--- src/rtl/dispatcher.sv ---
// Decode / rename / issue stage: decodes one RV32I instruction per cycle, allocates a ROB entry,
// renames rd, resolves operands and holds the result in a one-entry stage until the RS or LSB has room.
module dispatcher #(
    parameter int ROB_W = 5
) (
    input  logic             clk,
    input  logic             rst,
    input  logic             rdy,
    input  logic             wrong_commit,
    input  logic             inst_valid,
    input  logic [31:0]      inst,
    input  logic [31:0]      inst_pc,
    output logic             inst_ready,
    output logic [4:0]       rf_rs1,
    output logic [4:0]       rf_rs2,
    input  logic [31:0]      rf_Vi,
    input  logic [31:0]      rf_Vj,
    input  logic [ROB_W-1:0] rf_Qi,
    input  logic [ROB_W-1:0] rf_Qj,
    output logic             rf_rename_valid,
    output logic [4:0]       rf_rename_rd,
    output logic [ROB_W-1:0] rf_rename_tag,
    input  logic             rob_full,
    input  logic [ROB_W-1:0] rob_tail,
    output logic             rob_issue_valid,
    output logic [6:0]       rob_issue_op,
    output logic [4:0]       rob_issue_rd,
    output logic [31:0]      rob_issue_pc,
    output logic [ROB_W-1:0] rob_qi,
    output logic [ROB_W-1:0] rob_qj,
    input  logic             rob_qi_ready,
    input  logic             rob_qj_ready,
    input  logic [31:0]      rob_qi_val,
    input  logic [31:0]      rob_qj_val,
    input  logic             alu_valid,
    input  logic [31:0]      alu_res,
    input  logic [ROB_W-1:0] alu_rob_id,
    input  logic             lsb_valid,
    input  logic [31:0]      lsb_res,
    input  logic [ROB_W-1:0] lsb_rob_id,
    input  logic             rs_full,
    input  logic             lsb_full,
    output logic             rs_dispatch_valid,
    output logic             lsb_dispatch_valid,
    output logic [6:0]       dispatch_op,
    output logic [31:0]      dispatch_imm,
    output logic [31:0]      dispatch_pc,
    output logic [31:0]      dispatch_Vi,
    output logic [31:0]      dispatch_Vj,
    output logic [ROB_W-1:0] dispatch_Qi,
    output logic [ROB_W-1:0] dispatch_Qj,
    output logic [ROB_W-1:0] dispatch_rd
);

    localparam logic [6:0] OP_NOP  = 7'd0,  OP_LUI  = 7'd1,  OP_AUIPC = 7'd2,  OP_JAL  = 7'd3,
                           OP_JALR = 7'd4,  OP_BEQ  = 7'd5,  OP_BNE   = 7'd6,  OP_BLT  = 7'd7,
                           OP_BGE  = 7'd8,  OP_BLTU = 7'd9,  OP_BGEU  = 7'd10, OP_LB   = 7'd11,
                           OP_LH   = 7'd12, OP_LW   = 7'd13, OP_LBU   = 7'd14, OP_LHU  = 7'd15,
                           OP_SB   = 7'd16, OP_SH   = 7'd17, OP_SW    = 7'd18, OP_ADDI = 7'd19,
                           OP_SLTI = 7'd20, OP_SLTIU= 7'd21, OP_XORI  = 7'd22, OP_ORI  = 7'd23,
                           OP_ANDI = 7'd24, OP_SLLI = 7'd25, OP_SRLI  = 7'd26, OP_SRAI = 7'd27,
                           OP_ADD  = 7'd28, OP_SUB  = 7'd29, OP_SLL   = 7'd30, OP_SLT  = 7'd31,
                           OP_SLTU = 7'd32, OP_XOR  = 7'd33, OP_SRL   = 7'd34, OP_SRA  = 7'd35,
                           OP_OR   = 7'd36, OP_AND  = 7'd37;

    localparam logic [6:0] OPC_LUI = 7'b0110111, OPC_AUIPC = 7'b0010111, OPC_JAL   = 7'b1101111,
                           OPC_JALR = 7'b1100111, OPC_BRANCH = 7'b1100011, OPC_LOAD = 7'b0000011,
                           OPC_STORE = 7'b0100011, OPC_OPIMM = 7'b0010011, OPC_OP   = 7'b0110011;

    typedef enum logic [2:0] {FMT_X, FMT_R, FMT_I, FMT_S, FMT_B, FMT_U, FMT_J} fmt_e;

    typedef struct packed {
        logic [31:0]      v;
        logic [ROB_W-1:0] q;
    } operand_t;

    logic             stage_valid, stage_to_lsb;
    logic [6:0]       stage_op;
    logic [31:0]      stage_imm, stage_pc;
    operand_t         stage_i, stage_j;
    logic [ROB_W-1:0] stage_robid;

    logic [6:0]  dec_op;
    fmt_e        dec_fmt;
    logic        dec_to_lsb, use_rs1, use_rs2, writes_rd;
    logic [31:0] dec_imm;
    logic [2:0]  f3;
    logic        alt;
    logic        fire, accept;
    operand_t    cap_i, cap_j, pat_i, pat_j;

    assign f3     = inst[14:12];
    assign alt    = inst[30];
    assign rf_rs1 = inst[19:15];
    assign rf_rs2 = inst[24:20];

    always_comb begin
        // NOTE: every signal assigned here gets a default first, so no path can infer a latch.
        dec_op     = OP_NOP;
        dec_fmt    = FMT_X;
        dec_to_lsb = 1'b0;
        case (inst[6:0])
            OPC_LUI:   begin dec_op = OP_LUI;   dec_fmt = FMT_U; end
            OPC_AUIPC: begin dec_op = OP_AUIPC; dec_fmt = FMT_U; end
            OPC_JAL:   begin dec_op = OP_JAL;   dec_fmt = FMT_J; end
            OPC_JALR:  begin dec_op = (f3 == 3'd0) ? OP_JALR : OP_NOP; dec_fmt = FMT_I; end
            OPC_BRANCH: begin
                dec_fmt = FMT_B;
                case (f3)
                    3'd0: dec_op = OP_BEQ;  3'd1: dec_op = OP_BNE;
                    3'd4: dec_op = OP_BLT;  3'd5: dec_op = OP_BGE;
                    3'd6: dec_op = OP_BLTU; 3'd7: dec_op = OP_BGEU;
                    default: dec_op = OP_NOP;
                endcase
            end
            OPC_LOAD: begin
                dec_fmt    = FMT_I;
                dec_to_lsb = 1'b1;
                case (f3)
                    3'd0: dec_op = OP_LB;  3'd1: dec_op = OP_LH; 3'd2: dec_op = OP_LW;
                    3'd4: dec_op = OP_LBU; 3'd5: dec_op = OP_LHU;
                    default: dec_op = OP_NOP;
                endcase
            end
            OPC_STORE: begin
                dec_fmt    = FMT_S;
                dec_to_lsb = 1'b1;
                case (f3)
                    3'd0: dec_op = OP_SB; 3'd1: dec_op = OP_SH; 3'd2: dec_op = OP_SW;
                    default: dec_op = OP_NOP;
                endcase
            end
            OPC_OPIMM: begin
                dec_fmt = FMT_I;
                case (f3)
                    3'd0: dec_op = OP_ADDI;  3'd1: dec_op = OP_SLLI;
                    3'd2: dec_op = OP_SLTI;  3'd3: dec_op = OP_SLTIU;
                    3'd4: dec_op = OP_XORI;  3'd5: dec_op = alt ? OP_SRAI : OP_SRLI;
                    3'd6: dec_op = OP_ORI;   default: dec_op = OP_ANDI;
                endcase
            end
            OPC_OP: begin
                dec_fmt = FMT_R;
                case (f3)
                    3'd0: dec_op = alt ? OP_SUB : OP_ADD; 3'd1: dec_op = OP_SLL;
                    3'd2: dec_op = OP_SLT;  3'd3: dec_op = OP_SLTU;
                    3'd4: dec_op = OP_XOR;  3'd5: dec_op = alt ? OP_SRA : OP_SRL;
                    3'd6: dec_op = OP_OR;   default: dec_op = OP_AND;
                endcase
            end
            default: ;
        endcase
        // Anything that failed to decode travels to the RS as a plain op 0 with no operands.
        if (dec_op == OP_NOP) begin
            dec_fmt    = FMT_X;
            dec_to_lsb = 1'b0;
        end
    end

    always_comb begin
        case (dec_fmt)
            FMT_I:   dec_imm = {{20{inst[31]}}, inst[31:20]};
            FMT_S:   dec_imm = {{20{inst[31]}}, inst[31:25], inst[11:7]};
            FMT_B:   dec_imm = {{19{inst[31]}}, inst[31], inst[7], inst[30:25], inst[11:8], 1'b0};
            FMT_U:   dec_imm = {inst[31:12], 12'd0};
            FMT_J:   dec_imm = {{11{inst[31]}}, inst[31], inst[19:12], inst[20], inst[30:21], 1'b0};
            default: dec_imm = 32'd0;
        endcase
    end

    assign use_rs1   = dec_fmt inside {FMT_R, FMT_I, FMT_S, FMT_B};
    assign use_rs2   = dec_fmt inside {FMT_R, FMT_S, FMT_B};
    assign writes_rd = dec_fmt inside {FMT_R, FMT_I, FMT_U, FMT_J};

    function automatic operand_t capture(input logic used, input logic [4:0] rs,
                                         input logic [31:0] rf_v, input logic [ROB_W-1:0] rf_q,
                                         input logic a_vld, input logic [31:0] a_res,
                                         input logic [ROB_W-1:0] a_id,
                                         input logic l_vld, input logic [31:0] l_res,
                                         input logic [ROB_W-1:0] l_id);
        operand_t o;
        o = '0;
        if (!used || rs == 5'd0)            o = '0;
        else if (rf_q == '0)                o.v = rf_v;
        else if (a_vld && a_id == rf_q)     o.v = a_res;
        else if (l_vld && l_id == rf_q)     o.v = l_res;
        else                                o.q = rf_q;
        return o;
    endfunction

    function automatic operand_t patch(input operand_t cur, input logic rob_rdy,
                                       input logic [31:0] rob_val,
                                       input logic a_vld, input logic [31:0] a_res,
                                       input logic [ROB_W-1:0] a_id,
                                       input logic l_vld, input logic [31:0] l_res,
                                       input logic [ROB_W-1:0] l_id);
        operand_t o;
        o = cur;
        if (cur.q != '0) begin
            if (a_vld && a_id == cur.q)      o = '{v: a_res,   q: '0};
            else if (l_vld && l_id == cur.q) o = '{v: l_res,   q: '0};
            else if (rob_rdy)                o = '{v: rob_val, q: '0};
        end
        return o;
    endfunction

    assign cap_i = capture(use_rs1, inst[19:15], rf_Vi, rf_Qi,
                           alu_valid, alu_res, alu_rob_id, lsb_valid, lsb_res, lsb_rob_id);
    assign cap_j = capture(use_rs2, inst[24:20], rf_Vj, rf_Qj,
                           alu_valid, alu_res, alu_rob_id, lsb_valid, lsb_res, lsb_rob_id);
    assign pat_i = patch(stage_i, rob_qi_ready, rob_qi_val,
                         alu_valid, alu_res, alu_rob_id, lsb_valid, lsb_res, lsb_rob_id);
    assign pat_j = patch(stage_j, rob_qj_ready, rob_qj_val,
                         alu_valid, alu_res, alu_rob_id, lsb_valid, lsb_res, lsb_rob_id);

    assign fire       = rdy & stage_valid & ~(stage_to_lsb ? lsb_full : rs_full);
    assign inst_ready = ~rst & rdy & ~wrong_commit & ~rob_full & (~stage_valid | fire);
    assign accept     = inst_valid & inst_ready;

    assign rf_rename_valid = accept & writes_rd & (inst[11:7] != 5'd0);
    assign rf_rename_rd    = rf_rename_valid ? inst[11:7] : 5'd0;
    assign rf_rename_tag   = rf_rename_valid ? rob_tail : '0;
    assign rob_issue_valid = accept;
    assign rob_issue_op    = accept ? dec_op : 7'd0;
    assign rob_issue_rd    = (accept & writes_rd) ? inst[11:7] : 5'd0;
    assign rob_issue_pc    = accept ? inst_pc : 32'd0;

    always_comb begin
        rs_dispatch_valid  = 1'b0;
        lsb_dispatch_valid = 1'b0;
        dispatch_op        = 7'd0;
        dispatch_imm       = 32'd0;
        dispatch_pc        = 32'd0;
        dispatch_Vi        = 32'd0;
        dispatch_Vj        = 32'd0;
        dispatch_Qi        = '0;
        dispatch_Qj        = '0;
        dispatch_rd        = '0;
        rob_qi             = '0;
        rob_qj             = '0;
        if (stage_valid) begin
            rs_dispatch_valid  = fire & ~stage_to_lsb;
            lsb_dispatch_valid = fire & stage_to_lsb;
            dispatch_op        = stage_op;
            dispatch_imm       = stage_imm;
            dispatch_pc        = stage_pc;
            dispatch_Vi        = pat_i.v;
            dispatch_Vj        = pat_j.v;
            dispatch_Qi        = pat_i.q;
            dispatch_Qj        = pat_j.q;
            dispatch_rd        = stage_robid;
            rob_qi             = stage_i.q;
            rob_qj             = stage_j.q;
        end
    end

    always_ff @(posedge clk) begin
        // NOTE: sequential state uses non-blocking assignments so every flop samples pre-edge values.
        if (rst || wrong_commit) begin
            stage_valid <= 1'b0;
        end else if (rdy) begin
            if (accept)    stage_valid <= 1'b1;
            else if (fire) stage_valid <= 1'b0;
        end
    end

    // NOTE: the payload needs no reset; stage_valid alone qualifies it and gates every output.
    always_ff @(posedge clk) begin
        if (rdy) begin
            if (accept) begin
                stage_op     <= dec_op;
                stage_imm    <= dec_imm;
                stage_pc     <= inst_pc;
                stage_i      <= cap_i;
                stage_j      <= cap_j;
                stage_robid  <= rob_tail;
                stage_to_lsb <= dec_to_lsb;
            end else if (stage_valid && !fire) begin
                stage_i <= pat_i;
                stage_j <= pat_j;
            end
        end
    end

endmodule

--- config.mk ---
export PLATFORM = sky130hd
export DESIGN_NAME = dispatcher
export DESIGN_NICKNAME = d
export VERILOG_FILES = /design/src/rtl/dispatcher.sv
export SDC_FILE = /design/constraint.sdc
export NUM_CORES = 1
export LEC_CHECK = 0
export BUFFER_PORTS_ARGS = -buffer_cell sky130_fd_sc_hd__buf_2
export CAP_MARGIN = 20
export CORE_AREA = 2 2 204 206
export CTS_CLUSTER_DIAMETER = 60
export DETAILED_ROUTE_END_ITERATION = 8
export DIE_AREA = 0 0 206 208
export PLACE_DENSITY = 0.57
export SLEW_MARGIN = 30
export SYNTH_ARGS = -nofsm -noshare
export SYNTH_HDL_FRONTEND = slang
export SYNTH_SLANG_ARGS = --single-unit
export TNS_END_PERCENT = 10
--- constraint.sdc ---
create_clock -name clk -period 5.2 [get_ports clk]
set_input_delay 0 -clock clk [delete_from_list [all_inputs] [get_ports clk]]
set_output_delay 0 -clock clk [all_outputs]
set_load 0.02 [all_outputs]
==> qor.yml, run 1 <==
gp_congestion: 0.8988
cts_setup_buffers: 0
clockRootBuffer: "clkbuf_16"
fin_crit_ps: 4360
worstMarginPinSlew_ps: 990.1
portBuffers: 519
stdcell_area_um2: 16910
fp.coreArea_um2: 40550
h-tree-depth: 4
numCtsBuffers: 17
cts_tree: "built"
synth_edf_count: 150
final_util_pct: 41.70
power.density_nw_per_um2: 199.5
fillCellCount: 4061
yosysWarnings: 0
final-hold-violation-count: 0
fp.dieW_um: 206
outcome: "finished clean"
drc: 0
drt_wl_total_um: 58930
avgSynthCellArea_um2: 8.723
synth.top_cell.area_share_pct: 36.06
worstSetupStartpointType: "flop"
grt_overflow: 0
dpl_cell_area_um2: 15300
clock-sinks: 151
grt_pass1_vias: 14214
post_drt_via_cell_ratio: 5.696
total_leakage_power_uw: 0.007187
cap_viol_max_count: 0
critPathRequiredTime_ps: 5200
ys_top_cells_by_count: "nand2_1, edfxtp_1, clkbuf_1, and2_1, nor2_1"
slew_headroom_pct: 33.83
ys_ff_latch: 151
rsz0062_at_grt: "no"
insertion_delay_ps: 450
synth_area_leaders: "edfxtp_1, and2_1, mux2i_1, nand2_1, o32ai_1"
post-place-ws_ps: 1257
dpl.hpwl_um: 40580
synthCells: 1432
yosys_most_used_dff: "edfxtp_1"
io_pins: 522
end_kind: "output port"
max_freq_mhz: 229.3
rows: 74
drt-wirelength-per-cell_um: 23.73
die_y_um: 208
fin_crit_sh_pct: 83.85
timing.setup.tns_ps: 0
clk_pin_slew_ps: 70
ys_seq_area_share_pct: 36.22
maxSlewViolCount: 0
fin_nets: 2229
async_flop_share_pct: 0
grt_start_max_net_pins: 94
hold_path_class: "in2reg"
start_util_pct: 30.80
layout-drive-gt1-share_pct: 32.99
antenna_found_initial: 5
clk_path_buf_depth: 2
die_area_um2: 42850
yosysUniqueCellTypes: 66
crit_fanout: 40
drt-pass1-iter-count: 7
track_usage_pct: 26.50
crit_type: "reg2out"
synthesis.area_um2: 12490
yosys.area.top_type: "edfxtp_1"
setup_ws_ps: 839.7
area_growth_pct: 35.38
setup_viol: 0
grt_pass1_wl_um: 86200
ant_nets: 0
cp.arrival_ps: 4360
num_vias: 14143
skew_ps: 8.459
drt-initial-drc-count: 1200
yosysMostFrequentCell: "nand2_1"
irDropWorstVdd_mv: 0.2226
==> power breakdown <==
part	internal (uW)	switching [uW]	total, uW
clock	810	582	1390
combinational	276	345	621
sequential	1350	7.04	1360
==> sequential cells by signal, indices dropped and copies added, names as in the netlist <==
register and cells:
stage_i 37, stage_op 6, stage_robid 5, stage_valid 1, stage_pc 32, stage_j 37
stage_to_lsb 1, stage_imm 32
==> per-layer routing <==
metal | up-vias | part of all wire, % | GRT usage (%)
met3 | 146 | 9.5 | 6.532
met2 | 850 | 48 | 44.97
met5 | - | 0.087 | 0
li1 | 6382 | - | -
met1 | 6757 | 38 | 31.29
met4 | 8 | 3.8 | 12.24
==> repair_timing <==
| action | CTS | global route |
|---|---|---|
| setup endpoints to repair | 0 | 0 |
| resized for setup | 0 | 0 |
| hold buffers | 98 | 0 |
| hold endpoints to repair | 102 | 0 |
==> placed cells by master, fill, tap and decap left out, drive strengths merged, types with 3 or more instances in the layout <==
master,Yosys,routed
buf,43,544
nand2,160,160
edfxtp,150,150
and2,109,109
o21ai,101,101
nor2,100,100
dlygate4sd3,0,98
nor2b,70,70
mux2i,67,67
o32ai,66,66
o211ai,65,65
a21oi,54,54
a31oi,34,34
o2bb2ai,33,33
a221oi,33,33
and3,33,33
a31o,32,32
xor2,24,24
xnor2,19,19
clkbuf,115,18
inv,11,15
nor3,12,12
nand3,11,11
nand2b,10,10
nor3b,9,9
nor4,8,8
nand4,6,6
a21boi,6,6
o31ai,6,6
clkinv,0,6
a22o,5,5
or4,4,4
bufinv,0,4
or2,3,3
o311ai,3,3
==> cells by family after synthesis <==
group / share of synthesized area [%]
muxes: 5.459
xor gates and xnor gates: 3.015
buffers and inverters: 6.261
AOI/OAI and AO/OA: 26.70
DFF: 36.22
other: 0.03002
and+or+nand+nor: 22.32
==> final cells by class <==
type                       instances  area [um^2]  area share [%]
clock buffer                      18        429.2           2.538
sequential                       151         4528           26.78
clock inverter                    14        197.7           1.169
tap                              532        665.6           3.936
timing repair buffer             642         3806           22.51
multi-input combinational       1113         7237           42.80
antenna                            2        5.005         0.02960
inverter                          11        41.29          0.2442
==> worst max-delay path, stage by stage (launching register included) <==
cell	delay, ps
edfxtp_1	370
mux2_2	380
a2111oi_4	340
buf_4	350
nand2_1	220
inv_2	670
buf_4	620
o311ai_4	400
nor2_1	300
buf_2	220
==> stage by stage <==
stage                     std cells  power (uW)  hold slack [ps]
after floorplan                1433        1683            81.66
after global placement         2348        1931            187.2
after detailed placement       2351        1942            188.5
after CTS                      2481        3397            1.281
after global routing           2482        3491            2.173
final                          2483        3374            34.09
==> worst paths after layout <==
check | end | cells past startpoint | slack, ps | startpoint
setup / recovery | rob_issue_rd[4] | 9 | 840 | stage_to_lsb$_SDFFCE_PP0P_
hold / removal | stage_i[8]$_DFFE_PP_ | 3 | 30 | rf_Vi[3]
setup reg to reg | stage_i[30]$_DFFE_PP_ | 8 | 1300 | stage_to_lsb$_SDFFCE_PP0P_
hold reg to reg | stage_j[6]$_DFFE_PP_ | 2 | 670 | stage_j[6]$_DFFE_PP_
Note: power is estimated with default switching activity, not from simulation.
==> run 2: changes to the inputs <==
--- a/config.mk
+++ b/config.mk
@@ -5,13 +5,14 @@
 export SDC_FILE = /design/constraint.sdc
 export NUM_CORES = 1
 export LEC_CHECK = 0
+export ABC_AREA = 1
 export BUFFER_PORTS_ARGS = -buffer_cell sky130_fd_sc_hd__buf_2
 export CAP_MARGIN = 20
-export CORE_AREA = 2 2 204 206
+export CORE_AREA = 2 2 202 204
 export CTS_CLUSTER_DIAMETER = 60
 export DETAILED_ROUTE_END_ITERATION = 8
-export DIE_AREA = 0 0 206 208
-export PLACE_DENSITY = 0.57
+export DIE_AREA = 0 0 204 206
+export PLACE_DENSITY = 0.62
 export SLEW_MARGIN = 30
 export SYNTH_ARGS = -nofsm -noshare
 export SYNTH_HDL_FRONTEND = slang
==> constraint.sdc (replaced) <==
create_clock -name clk -period 3.8 [get_ports clk]
set_input_delay 0 -clock clk [delete_from_list [all_inputs] [get_ports clk]]
set_output_delay 0 -clock clk [all_outputs]
set_load 0.02 [all_outputs]
==> run 2 against run 1 <==
Clock-buffer cell count stayed put. Power increased by 34%. Critical path depth grew 3. First-iteration DRC count is 52% higher. Final cell count increased by 32%. Clock skew up 1.3 ps. Utilization grew 3.2 points. Combinational power increased by 43%. Critical endpoint is now stage_j[31]$_DFFE_PP_. Highest routed layer unchanged.
==> qor.yml, run 2 <==
drt-initial-drc-count: 1819  # was 1200
reg_top3: "stage_i (37), stage_j (37)"  # unchanged
cp.arrival_ps: 3340  # was 4360 ps
area_growth_pct: 31.79  # was 35.38%
worstSetupStartpointType: "flop"  # unchanged
skew_ps: 9.776  # was 8.459 ps
insertion_delay_ps: 450  # about the same
slew_headroom_pct: 35.88  # was 33.83%
async_flop_share_pct: 0  # unchanged
io_pins: 522  # unchanged
maxSlewViolCount: 0  # unchanged
dpl.hpwl_um: 47130  # was 40580 um
fillCellCount: 4283  # was 4061
outcome: "finished clean"  # unchanged
clockRootBuffer: "clkbuf_16"  # unchanged
power_uw: 4538  # was 3374 uW
final-hold-violation-count: 0  # unchanged
post_drt_via_cell_ratio: 5.330  # was 5.696
stdcell_area_um2: 18040  # was 16910 um^2
slowest_stage: "buf_4"  # was inv_2
crit_chain: "inv_1, a21oi_1, nand2_1, nand2_1, nand3_1, inv_1, nand2_4, buf_4, nor2_1, nand3_1, dlygate4sd3_1, nand2_1"  # was mux2_2, a2111oi_4, buf_4, nand2_1, inv_2, buf_4, o311ai_4, nor2_1, buf_2
crit_start: "stage_to_lsb$_SDFFCE_PP0P_"  # unchanged
drc: 0  # unchanged
grt_pass1_wl_um: 95830  # was 86200 um
drt_wl_total_um: 65810  # was 58930 um
hold_path_class: "in2reg"  # unchanged
final_cell_mix: "nand2_1, buf_2, nor2_1, inv_1, nand3_1"  # was buf_2, nand2_1, edfxtp_1, and2_1, o21ai_0
post-place-ws_ps: 1023  # was 1257 ps
yosysMostFrequentCell: "nand2_1"  # unchanged
fin_nets: 3012  # was 2229
synth.top_cell.area_share_pct: 32.91  # was 36.06%
drt-wirelength-per-cell_um: 20.11  # was 23.73 um
synth_edf_count: 150  # unchanged
final_cells: 3272  # was 2483
numCtsBuffers: 17  # unchanged
end_kind: "flop"  # was output port
worstMarginPinSlew_ps: 960.8  # was 990.1 ps
yosys.area.top_type: "edfxtp_1"  # unchanged
rows: 74  # unchanged
cap_viol_max_count: 0  # unchanged
grt_start_max_net_pins: 86  # was 94
clock-sinks: 151  # unchanged
min_from: "inst[17]"  # was rf_Vi[3]
gp_congestion: 0.9698  # was 0.8988
num_vias: 17441  # was 14143
rsz0062_at_grt: "no"  # unchanged
setup_ws_ps: 669.1  # was 839.7 ps
synthCells: 2226  # was 1432
synth_area_leaders: "edfxtp_1, nand2_1, nor2_1, nand3_1, inv_1"  # was edfxtp_1, and2_1, mux2i_1, nand2_1, o32ai_1
avgSynthCellArea_um2: 6.149  # was 8.723 um^2
final_common_cell: "nand2_1"  # was buf_2
power.density_nw_per_um2: 251.6  # was 199.5 nW/um^2
crit_fanout: 62  # was 40
cp_common_cell: "nand2_1"  # was buf_4
dpl_cell_area_um2: 16670  # was 15300 um^2
path_buf_inv: 4  # unchanged
reg2reg_from: "stage_to_lsb$_SDFFCE_PP0P_"  # unchanged
yosysWarnings: 0  # unchanged
die_area_um2: 42020  # was 42850 um^2
yosysUniqueCellTypes: 47  # was 66
synthesis.area_um2: 13690  # was 12490 um^2
fin_crit_ps: 3131
max_freq_mhz: 319.4
ys_ff_latch: 151  # unchanged
fin_crit_sh_pct: 82.39
grt_overflow: 0  # unchanged
critPathRequiredTime_ps: 4010  # was 5200 ps
timing.setup.tns_ps: 0  # unchanged
cp_top_family: "buffers and inverters"  # unchanged
drt-pass1-iter-count: 8  # was 7
h-tree-depth: 4  # unchanged
fp.coreArea_um2: 40180  # was 40550 um^2
clk_pin_slew_ps: 80  # was 70 ps
setup_viol: 0  # unchanged
ant_nets: 0  # unchanged
track_usage_pct: 29.99  # was 26.50%
dpl.cell_count: 3156  # was 2351
crit_type: "reg2reg"  # was reg2out
antenna_found_initial: 14  # was 5
irDropWorstVdd_mv: 0.2795  # was 0.2226 mV
total_leakage_power_uw: 0.009840  # was 0.007187 uW
grt_pass1_vias: 15732  # was 14214
cts_tree: "built"  # unchanged
portBuffers: 519  # unchanged
clk_path_buf_depth: 2  # unchanged
critPathMaxStageDelay_ps: 720  # was 670 ps
fp.dieW_um: 204  # was 206 um
ys_seq_area_share_pct: 33.06  # was 36.22%
die_y_um: 206  # was 208 um
start_util_pct: 34.06  # was 30.80%
yosys_most_used_dff: "edfxtp_1"  # unchanged
cts_setup_buffers: 0  # unchanged
ys_top_cells_by_count: "nand2_1, nor2_1, inv_1, nand3_1, a21oi_1"  # was nand2_1, edfxtp_1, clkbuf_1, and2_1, nor2_1
layout-drive-gt1-share_pct: 23.54  # was 32.99%
-- run 2: changes by cell type after synthesis, sizes merged, moves of 33 or more --
cell     before  now
a21oi        54  155
and2        109    1
and3         33    0
inv          11  298
mux2i        67    0
nand2       160  632
nand3        11  264
nand4         6   40
nor2        100  351
nor2b        70    0
o2bb2ai      33    0
o32ai        66    0
-- run 2: cells by family after synthesis --
group,count (synthesis),synth area share [%]
AND/OR/NAND/NOR,1302,40.32
flip-flops,151,33.06
buffers and inverters,459,13.69
other,1,0.02740
XOR/XNOR,7,0.4479
AO/OA/AOI/OAI,306,12.45
-- run 2: layout make-up --
type / instances / area, um^2 / share of cell area, %
Sequential cell: 151 / 4526 / 25.09
Tap cell: 532 / 665.6 / 3.690
Antenna cell: 8 / 20.02 / 0.1110
Clock buffer: 18 / 429.2 / 2.379
Clock inverter: 14 / 152.6 / 0.8462
Multi-Input combinational cell: 1617 / 7423 / 41.15
Timing Repair Buffer: 629 / 3682 / 20.41
Inverter: 303 / 1140 / 6.319
-- run 2: worst register-to-register path: stages, from the launching register on --
cell	delay, ps
edfxtp_1	380
inv_1	100
a21oi_1	80
nand2_1	90
nand2_1	70
nand3_1	70
inv_1	70
nand2_4	450
buf_4	730
nor2_1	130
nand3_1	100
dlygate4sd3_1	560
nand2_1	50
-- run 2: routing by layer --
metal | GRT usage (%) | vias to the layer above | wire length [um]
li1 | - | 8163 | -
met5 | 0 | - | 51
met2 | 49.88 | 1017 | 31060
met3 | 5.834 | 141 | 5645
met1 | 38.15 | 8112 | 26430
met4 | 12.34 | 8 | 2624
-- run 2: what timing repair did --
action,CTS,global route
hold endpoints to repair,83,0
resized for setup,0,0
hold buffers,76,0
-- run 2: per-stage QoR --
| step | hold slack (ps) | util [%] |
|---|---|---|
| 2_1_floorplan | 98.87 | - |
| 3_3_place_gp | 193.9 | 41.38 |
| 3_5_place_dp | 196.1 | 41.49 |
| 4_1_cts | 1.538 | 44.83 |
| 5_1_grt | 13.34 | 44.85 |
| 6_report | 29.51 | 44.89 |
-- run 2: power by group --
part | internal (uW) | total, uW | switching, uW | leakage, uW
Combinational | 326 | 890 | 564 | 0.00827
Sequential | 1850 | 1860 | 7.57 | 0.00129
Clock | 935 | 1790 | 850 | 0.000285
-- run 2: worst paths after layout --
path,endpoint,slack [ps],cells after the start
setup / recovery,stage_j[31]$_DFFE_PP_,670,12
hold / removal,stage_imm[17]$_DFFE_PP_,30,3
setup reg to reg,stage_j[31]$_DFFE_PP_,670,12
hold reg to reg,stage_valid$_SDFFE_PP0P_,600,4
